$ cat src/rtl/sysace_pkg.sv
// Shared definitions for the SystemACE multi-sector stream reader:
// FSM encoding, LBA width and sector geometry.
package sysace_pkg;

    localparam int LBA_W        = 28;
    localparam int SECTOR_WORDS = 256;

    typedef enum logic [2:0] {
        ST_IDLE,
        ST_GATE,
        ST_START,
        ST_ACK,
        ST_XFER,
        ST_NEXT
    } state_t;

    // The controller encodes 256 sectors as a zero count.
    function automatic int sect_count(input logic [7:0] code);
        return (code == 8'h00) ? 256 : int'(code);
    endfunction

endpackage

$ cat src/rtl/sysace_word_packer.sv
// Packs 16-bit SystemACE read words (optionally byte-swapped) into OUT_W-bit
// FIFO words; first-received word lands in the MSBs.
module sysace_word_packer #(
    parameter int OUT_W      = 128,
    parameter bit SWAP_BYTES = 1'b1
) (
    input  logic             CLK,
    input  logic             RST,
    input  logic             i_clr,
    input  logic [15:0]      i_data,
    input  logic             i_avail,
    input  logic             i_fifo_full,
    output logic             o_wr_en,
    output logic [OUT_W-1:0] o_dout,
    output logic             o_overflow
);

    localparam int NWORDS = OUT_W / 16;
    localparam int CNT_W  = (NWORDS > 1) ? $clog2(NWORDS) : 1;

    logic [OUT_W-1:0] r_shift;
    logic [CNT_W-1:0] r_cnt;
    logic             r_pend;
    logic             r_overflow;

    logic [15:0]      w_word;
    logic             w_wrap;

    assign w_word = SWAP_BYTES ? {i_data[7:0], i_data[15:8]} : i_data;
    assign w_wrap = i_avail && (r_cnt == CNT_W'(NWORDS - 1));

    // NOTE: every register here is state, so all updates are non-blocking;
    // blocking assignments would let later statements see same-cycle values.
    always_ff @(posedge CLK) begin
        if (RST) begin
            r_shift    <= '0;
            r_cnt      <= '0;
            r_pend     <= 1'b0;
            r_overflow <= 1'b0;
        end else begin
            if (i_avail)
                r_shift <= (r_shift << 16) | OUT_W'(w_word);

            if (i_clr)
                r_cnt <= '0;
            else if (i_avail)
                r_cnt <= w_wrap ? '0 : r_cnt + 1'b1;

            r_pend <= w_wrap;

            // A completed word meeting a full FIFO is dropped, not retried.
            if (i_clr)
                r_overflow <= 1'b0;
            else if (r_pend && i_fifo_full)
                r_overflow <= 1'b1;
        end
    end

    assign o_wr_en    = r_pend && !i_fifo_full;
    assign o_dout     = r_shift;
    assign o_overflow = r_overflow;

endmodule

$ cat src/rtl/sysace_stream_reader.sv
// Walks an LBA window issuing multi-sector SystemACE read commands, gating
// each command on FIFO space, and streams the packed data downstream.
module sysace_stream_reader
    import sysace_pkg::*;
#(
    parameter int               OUT_W       = 128,
    parameter logic [7:0]       SECT_CODE   = 8'h00,
    parameter logic [LBA_W-1:0] LBA_STEP    = 28'd256,
    parameter bit               SWAP_BYTES  = 1'b1,
    parameter int               ACK_TIMEOUT = 16
) (
    input  logic             CLK,
    input  logic             RST,
    input  logic             start,
    input  logic             abort,
    input  logic [LBA_W-1:0] lba_first,
    input  logic [LBA_W-1:0] lba_last,
    output logic [LBA_W-1:0] mpulba,
    output logic [7:0]       nsectors,
    output logic             sysace_start,
    input  logic             sysace_busy,
    input  logic [15:0]      sysace_read_data,
    input  logic             sysace_read_avail,
    output logic             wr_en,
    output logic [OUT_W-1:0] dout,
    input  logic             fifo_full,
    output logic             busy,
    output logic             done,
    output logic             overflow,
    output logic             ack_err,
    output logic [15:0]      cmd_count
);

    localparam int TMR_W = $clog2(ACK_TIMEOUT + 1);

    state_t           r_state;
    logic [LBA_W-1:0] r_mpulba;
    logic [LBA_W-1:0] r_lba_end;
    logic             r_sysace_start;
    logic             r_done;
    logic             r_ack_err;
    logic [15:0]      r_cmd_count;
    logic             r_abort;
    logic [TMR_W-1:0] r_ack_tmr;

    logic             w_clr;

    assign w_clr = (r_state == ST_IDLE) && start;

    always_ff @(posedge CLK) begin
        if (RST) begin
            r_state        <= ST_IDLE;
            r_mpulba       <= '0;
            r_lba_end      <= '0;
            r_sysace_start <= 1'b0;
            r_done         <= 1'b0;
            r_ack_err      <= 1'b0;
            r_cmd_count    <= '0;
            r_abort        <= 1'b0;
            r_ack_tmr      <= '0;
        end else begin
            r_sysace_start <= 1'b0;
            r_done         <= 1'b0;

            // Abort only takes effect at the next command boundary.
            if (r_state != ST_IDLE && abort)
                r_abort <= 1'b1;

            case (r_state)
                ST_IDLE: begin
                    if (start) begin
                        r_mpulba    <= lba_first;
                        r_lba_end   <= lba_last;
                        r_ack_err   <= 1'b0;
                        r_cmd_count <= '0;
                        r_abort     <= 1'b0;
                        r_state     <= ST_GATE;
                    end
                end
                ST_GATE: begin
                    if (!fifo_full) begin
                        r_sysace_start <= 1'b1;
                        r_state        <= ST_START;
                    end
                end
                ST_START: begin
                    r_ack_tmr <= '0;
                    r_state   <= ST_ACK;
                end
                ST_ACK: begin
                    if (sysace_busy) begin
                        r_state <= ST_XFER;
                    end else if (r_ack_tmr == TMR_W'(ACK_TIMEOUT - 1)) begin
                        r_ack_err <= 1'b1;
                        r_done    <= 1'b1;
                        r_state   <= ST_IDLE;
                    end else begin
                        r_ack_tmr <= r_ack_tmr + 1'b1;
                    end
                end
                ST_XFER: begin
                    if (!sysace_busy) begin
                        r_cmd_count <= r_cmd_count + 1'b1;
                        r_state     <= ST_NEXT;
                    end
                end
                ST_NEXT: begin
                    if (r_abort || r_mpulba >= r_lba_end) begin
                        r_done  <= 1'b1;
                        r_state <= ST_IDLE;
                    end else begin
                        r_mpulba <= r_mpulba + LBA_STEP;
                        r_state  <= ST_GATE;
                    end
                end
                default: r_state <= ST_IDLE;
            endcase
        end
    end

    sysace_word_packer #(
        .OUT_W      (OUT_W),
        .SWAP_BYTES (SWAP_BYTES)
    ) u_packer (
        .CLK         (CLK),
        .RST         (RST),
        .i_clr       (w_clr),
        .i_data      (sysace_read_data),
        .i_avail     (sysace_read_avail),
        .i_fifo_full (fifo_full),
        .o_wr_en     (wr_en),
        .o_dout      (dout),
        .o_overflow  (overflow)
    );

    assign mpulba       = r_mpulba;
    assign nsectors     = SECT_CODE;
    assign sysace_start = r_sysace_start;
    assign busy         = (r_state != ST_IDLE);
    assign done         = r_done;
    assign ack_err      = r_ack_err;
    assign cmd_count    = r_cmd_count;

endmodule
$ cat config.mk
export PLATFORM = sky130hd
export DESIGN_NAME = sysace_stream_reader
export DESIGN_NICKNAME = d
export VERILOG_FILES = /design/src/rtl/sysace_pkg.sv /design/src/rtl/sysace_word_packer.sv /design/src/rtl/sysace_stream_reader.sv
export SDC_FILE = /design/constraint.sdc
export NUM_CORES = 1
export LEC_CHECK = 0
export ABC_AREA = 1
export CORE_MARGIN = 2
export CORE_UTILIZATION = 50
export DETAILED_ROUTE_END_ITERATION = 8
export PLACE_DENSITY = 0.81
export SLEW_MARGIN = 30
export SYNTH_ARGS = -nofsm -noshare
export SYNTH_HDL_FRONTEND = slang
export SYNTH_SLANG_ARGS = --single-unit
$ cat constraint.sdc
create_clock -name CLK -period 2.62 [get_ports CLK]
set_input_delay 0.524 -clock CLK [delete_from_list [all_inputs] [get_ports CLK]]
set_output_delay 0.524 -clock CLK [all_outputs]
set_load 0.02 [all_outputs]
**After elaboration in Yosys (flattened, before gate mapping)**

Cells that the tools add are included.

- Add/sub/neg operators: 4
- Order comparisons: 1
- Equality and inequality tests: 15
- Muxes and demuxes: 29
- Bitwise gates (word level): 2
- Reductions and logical operators: 21

Operator list:

| kind | number |
|---|---|
| 128-bit by 16-bit OR with 128-bit output | 1 |
| 28-bit 2-to-1 mux | 2 |
| 28-bit one-hot mux with 2 select lines | 1 |
| 16-bit 2-to-1 mux | 2 |
| 16-bit one-hot mux with 2 select lines | 1 |
| 28-bit by 9-bit adder with 28-bit output (second input constant) | 1 |
| 28-bit greater-or-equal comparator | 1 |
| 3-bit 2-to-1 mux | 6 |
| 3-bit one-hot mux with 6 select lines | 1 |
| 16-bit by 1-bit adder with 16-bit output (second input constant) | 1 |
| 2-bit inequality test (second input constant) | 7 |
| 1-bit 2-to-1 mux | 11 |
| 5-bit 2-to-1 mux | 2 |
| 5-bit one-hot mux with 2 select lines | 1 |
| 3-bit equality test (second input constant) | 3 |
| 3-bit AND reduction | 3 |
| 4-bit AND reduction | 2 |
| 2-bit nonzero test | 4 |
| 3-bit by 2-bit equality test with 1-bit output (second input constant) | 2 |
| 5-bit by 1-bit adder with 5-bit output (second input constant) | 1 |
| 5-bit by 4-bit equality test with 1-bit output (second input constant) | 1 |
| 1-bit logical AND | 5 |
| 1-bit one-hot mux with 2 select lines | 2 |
| 2-bit OR reduction | 2 |
| 9 further kinds | 9 |

- Bits in registers: 217
- Input bits: 79
- Output and inout bits: 186
- Logic and storage cells: 85

**Depth between registers and ports, before layout**

- Depth in word-level cells: 5
- Depth in mapped cells: 15
- Mapped depth without buffers: 14

**Cells and area by module**

From an unflattened synthesis, not the netlist that was laid out.

- Cells, all modules: 1255
- Area, all modules: 9606.7 µm²

Modules (own cells, without submodules):

| module | instances | cells an instance | area each (µm²) | sequential area each (µm²) |
|---|---|---|---|---|
| sysace_word_packer | 1 | 584 | 4867.2 | 2662.6 |
| sysace_stream_reader | 1 | 671 | 4739.5 | 1681.6 |

**Least setup slack after synthesis**

OpenSTA, ideal clock, no wires.

- Kind: flip-flop to flip-flop
- From: reg r_mpulba[21], in the netlist mpulba[21]
- To: reg r_mpulba[10], in the netlist mpulba[10]
- Setup time: 0.114 ns
- Arrival: 1.773 ns
- Required time: 2.506 ns
- Setup slack: 0.733 ns
- Stages on the path, launching flop included: 15
- Buffers on the path: 1
- Period minus slack after synthesis: 1.887 ns
- Path through: dfxtp_1 -> ha_1 -> nand2_1 -> nand2_1 -> nand2_1 -> nand2_1 -> nand2_1 -> nand2_1 -> a21oi_1 -> nand3_2 -> nand2_2 -> buf_2 -> nand2_1 -> nand2_1 -> nor2_1

- Word-level cells in the longest chain between the ends: 4

Ends and longest elaborated chain:

| what | line | source |
|---|---|---|
| start, declared | sysace_stream_reader.sv:37 | `logic [LBA_W-1:0] r_mpulba;` |
| start signal, assigned | sysace_stream_reader.sv:72 | `r_mpulba <= lba_first;` |
| start signal, assigned | sysace_stream_reader.sv:112 | `r_mpulba <= r_mpulba + LBA_STEP;` |
| 28-bit greater-or-equal comparator | sysace_stream_reader.sv:108 | `if (r_abort \|\| r_mpulba >= r_lba_end) begin` |
| 1-bit logical OR | sysace_stream_reader.sv:108 |  |
| 2-bit inequality test (no source line) | -- |  |
| 3-bit AND reduction (no source line) | -- |  |

Every way passes these cells.
A chain may end at the register's enable or synchronous reset.

**Worst setup path after layout**

- From: reg r_state[0]
- To: out busy

- Word-level cells in the longest chain between the ends: 1

Ends and longest elaborated chain:

| what | line | source |
|---|---|---|
| start, declared | sysace_stream_reader.sv:36 | `state_t r_state;` |
| start signal, assigned | sysace_stream_reader.sv:52 | `r_state <= ST_IDLE;` |
| start signal, assigned | sysace_stream_reader.sv:77 | `r_state <= ST_GATE;` |
| start signal, assigned | sysace_stream_reader.sv:83 | `r_state <= ST_START;` |
| 3-bit nonzero test | sysace_stream_reader.sv:139 | `assign busy = (r_state != ST_IDLE);` |
| end, declared | sysace_stream_reader.sv:27 | `output logic busy,` |

Every way passes these cells.

==> metrics list <==
- Initial Utilization: 0.507
- In the layout the commonest cells are nor2_1, clkdlybuf4s50_1, dfxtp_1.
- The repair_antennas step left the layout with diodes totalling 0.
- Clock share of power: 0.337
* Multiplexer area fraction after synthesis: 0.00530
- Final weighted congestion of routability-driven global placement: 0.893
- Worst slew margin relative to its limit: 0.583
- Sequential Power Share: 0.388
- The synthesized-area fraction occupied by ao, oa, aoi and oai cells is 0.122.
- Area added between synthesis and finish: 37.6%
* Actual transition at the worst max-transition pin: 624 ps
- Of the total synthesized cell area, the portion taken by AND, OR, NAND and NOR gates is 0.282.
- Final critical-path required period: 2370 ps
- Status: finished, final reports clean
- Yosys mapped the design onto 42 distinct sky130hd cell types.
- Final setup TNS: 0 ps
- Maximum level of the CTS H-tree: 1
- The first detailed-routing pass took 5 iterations.
* Vias in the first global route: 8941
* Initial antenna violation count: 0
- In the synthesized netlist the async set-or-reset flop fraction comes to 0.
- TritonCTS built the clock tree.
- Buffers placed on the I/O ports in this run total 256.
- Logic gate share of total power: 0.275
* Post-route worst hold slack: 455 ps
* Total wirelength of the detailed-routed design: 27000 um
- Unrepaired setup endpoints after global routing: no
* Die outline width: 141 um
- Max-slew violation count: 0
* Final setup violation count: 0
- Data on the critical path arrives at its endpoint at 1850 ps.
- Count of boundary I/O pins: 265
- Across the VDD grid, the largest voltage drop is 0.000571 V.
- Start-to-end type of the worst setup path: flop to output port
* Mean Syn Cell Area: 7.29 um2
- Maximum number of pins on one net before global-route repair: 132
- Proportion of layout cells with a drive suffix above 1: 0.0614
- Core ar.: 0.0186 mm2
* Total count of hold-check failures in the final report: 0
- After clock tree synthesis, the clock-pin slew on the worst setup and hold paths is 60 ps.
* Global-route wire length before repair: 43700 um
- Most common cell after layout, fill and taps aside: nor2_1
- Drt wl/cell: 15.2 um
- Die Footprint: 0.0200 mm2
- Layout Nets: 1641
- After synthesis, the largest family of logic cells by area is simple AND/OR/NAND/NOR gates.
- Number of rows created at floorplan: 50
- Number of enable-type register cells in the synthesized netlist: 0
* Overall overflow remaining after global route: 0
- Yosys printed 0 warnings.
- In this run the power density over the cells is 791 mW/mm2.
* DR DRC count: 0
* Synth Instances: 1296
* Net Sw Frac: 0.326
- Number of buffers inserted by post-CTS setup repair: 0
* Post-CTS Hold Fix Bufs: 0
* Share of the yosys chip area belonging to registers: 0.460
- Leak: 5.46 nW
- Dominant register cell in the synthesized netlist: dfxtp_1
* Post-layout total power: 0.0103 W
- Counting the buffers created by CTS gives 24.
* Half-perimeter wire length after detailed placement: 18800 um
* Total of cells resized after clock tree synthesis: 0
- Along the worst path, the maximum fanout reaches 7.
- Post-route setup slack: 249 ps
- For this run, the total global-route usage over all layers was measured as 0.264.
- Post-Route Skew: 10.8 ps
- Xor and xnor area share after synthesis: 0.0130
- Of the available clock period, the critical path in the final layout requires 0.905.
- Worst setup slack before clock tree synthesis: 372 ps
* Worst hold path class: flop to flop
- The tool flagged a number of max-cap violations equal to 0.
- Drt initial violations: 652
* Mapped cell area: 0.00944 mm2
* Count of vias placed by the detailed router: 9198
- Synthesized-area fraction occupied by adder cells: 0.0450
* Deepest clock path buffer count: 3
* Critical path endpoint category: output port
- Counting every sink on the clock net gives 217.
- Seq cells post-synth: 217
- Worst path required time: 2100 ps
- Using the TritonRoute via totals, the vias-per-cell ratio works out to 5.17.
- In this run the power spent charging and discharging nets is 0.00335 W.
- STA classifies the critical path startpoint as a flop.
- The cell sitting at the root of the clock tree is a clkbuf_16.
- Latest clock arrival within the worst-skew pair: 510 ps
- Derived from the worst setup path, the maximum achievable clock frequency is 422 MHz.
* Die outline height: 141 um
- Once detail routing completed, the nets flagged for antenna violations numbered 0.
- Cell internal power was estimated by the tool at 0.00692 W.
critical path: stages (launching register included):
cell             delay, ps
dfxtp_1                490
nor2_4                  80
nand2_1                120
clkdlybuf4s50_1        640
power groups by stage:
stage	Sequential (W)	Clock (W)	Combinational (W)
floorplan	0.00428	0	0.00146
global placement	0.00404	0	0.00274
detailed placement	0.00405	0	0.00281
CTS	0.00398	0.00352	0.00283
global route	0.00403	0.00365	0.00314
finish	0.00399	0.00346	0.00282
final cells by class:
cell class | count | area, um2
fillers | 1517 | 5650
multi-input cells | 918 | 4440
flip-flops and latches | 217 | 4340
repair buffers | 272 | 2720
clock buffers | 34 | 719
inverters | 95 | 369
well taps | 234 | 293
clock inverters | 10 | 111
metal layers:
metal / vias to the layer above / share of wire / track usage
met2: 332 / 0.46 / 0.449
li1: 4607 / - / -
met1: 4214 / 0.41 / 0.315
met5: - / 0 / 0
met3: 45 / 0.10 / 0.0925
met4: 0 / 0.024 / 0.0774
Yosys cell counts, types with 2 or more instances:
cell type | count | share of area
nor2_1 | 339 | 0.13
dfxtp_1 | 217 | 0.46
o21ai_0 | 179 | 0.095
nand2_1 | 177 | 0.070
inv_1 | 85 | 0.034
nand3_1 | 63 | 0.033
clkbuf_1 | 42 | 0.017
a21oi_1 | 35 | 0.019
ha_1 | 34 | 0.045
nor3_1 | 16 | 0.0085
buf_1 | 11 | 0.0044
xor2_1 | 11 | 0.010
buf_2 | 10 | 0.0053
buf_4 | 10 | 0.0079
nand4_1 | 9 | 0.0060
inv_2 | 7 | 0.0028
mux2i_1 | 5 | 0.0053
nor3_2 | 5 | 0.0053
nand3b_1 | 4 | 0.0032
nand2_2 | 3 | 0.0020
nand3_2 | 3 | 0.0032
nor2_2 | 3 | 0.0020
xnor2_1 | 3 | 0.0028
a21o_1 | 2 | 0.0016
nor2_4 | 2 | 0.0024
nor2_8 | 2 | 0.0042
nor3b_1 | 2 | 0.0016
o21ai_2 | 2 | 0.0019
or2_2 | 2 | 0.0013
stage by stage:
stage                     cell area [um2]   util  instances
after floorplan                      9470      -       1303
after global placement              12200  0.652       1736
after detailed placement            12200  0.652       1736
after CTS                           13000  0.697       1780
after global routing                13000  0.697       1780
final                               13000  0.697       1780
cell families after synthesis:
family | Yosys count
AOI/OAI and AO/OA | 224
adders and majority gates | 34
buffers and inverters | 168
muxes | 5
DFF | 217
and+or+nand+nor | 633
xor gates and xnor gates | 14
other | 1
worst paths after layout:
path                                   start            to  slack, ps  cells after the start
worst min register to register  r_lba_end[0]  r_lba_end[0]        460                      2
worst min-delay path            r_lba_end[0]  r_lba_end[0]        460                      2
worst max register to register    mpulba[19]    mpulba[24]        390                     10
worst max-delay path              r_state[0]          busy        250                      3
registers in the layout, summed over array words and instances, names as in the netlist:
signal / cells
u_packer.r_cnt: 3
u_packer.r_pend: 1
sysace_start: 1
r_state: 3
u_packer.o_overflow: 1
u_packer.o_dout: 128
r_lba_end: 28
ack_err: 1
r_abort: 1
r_ack_tmr: 5
mpulba: 28
cmd_count: 16
done: 1
Power figures use the tool's default switching activity.
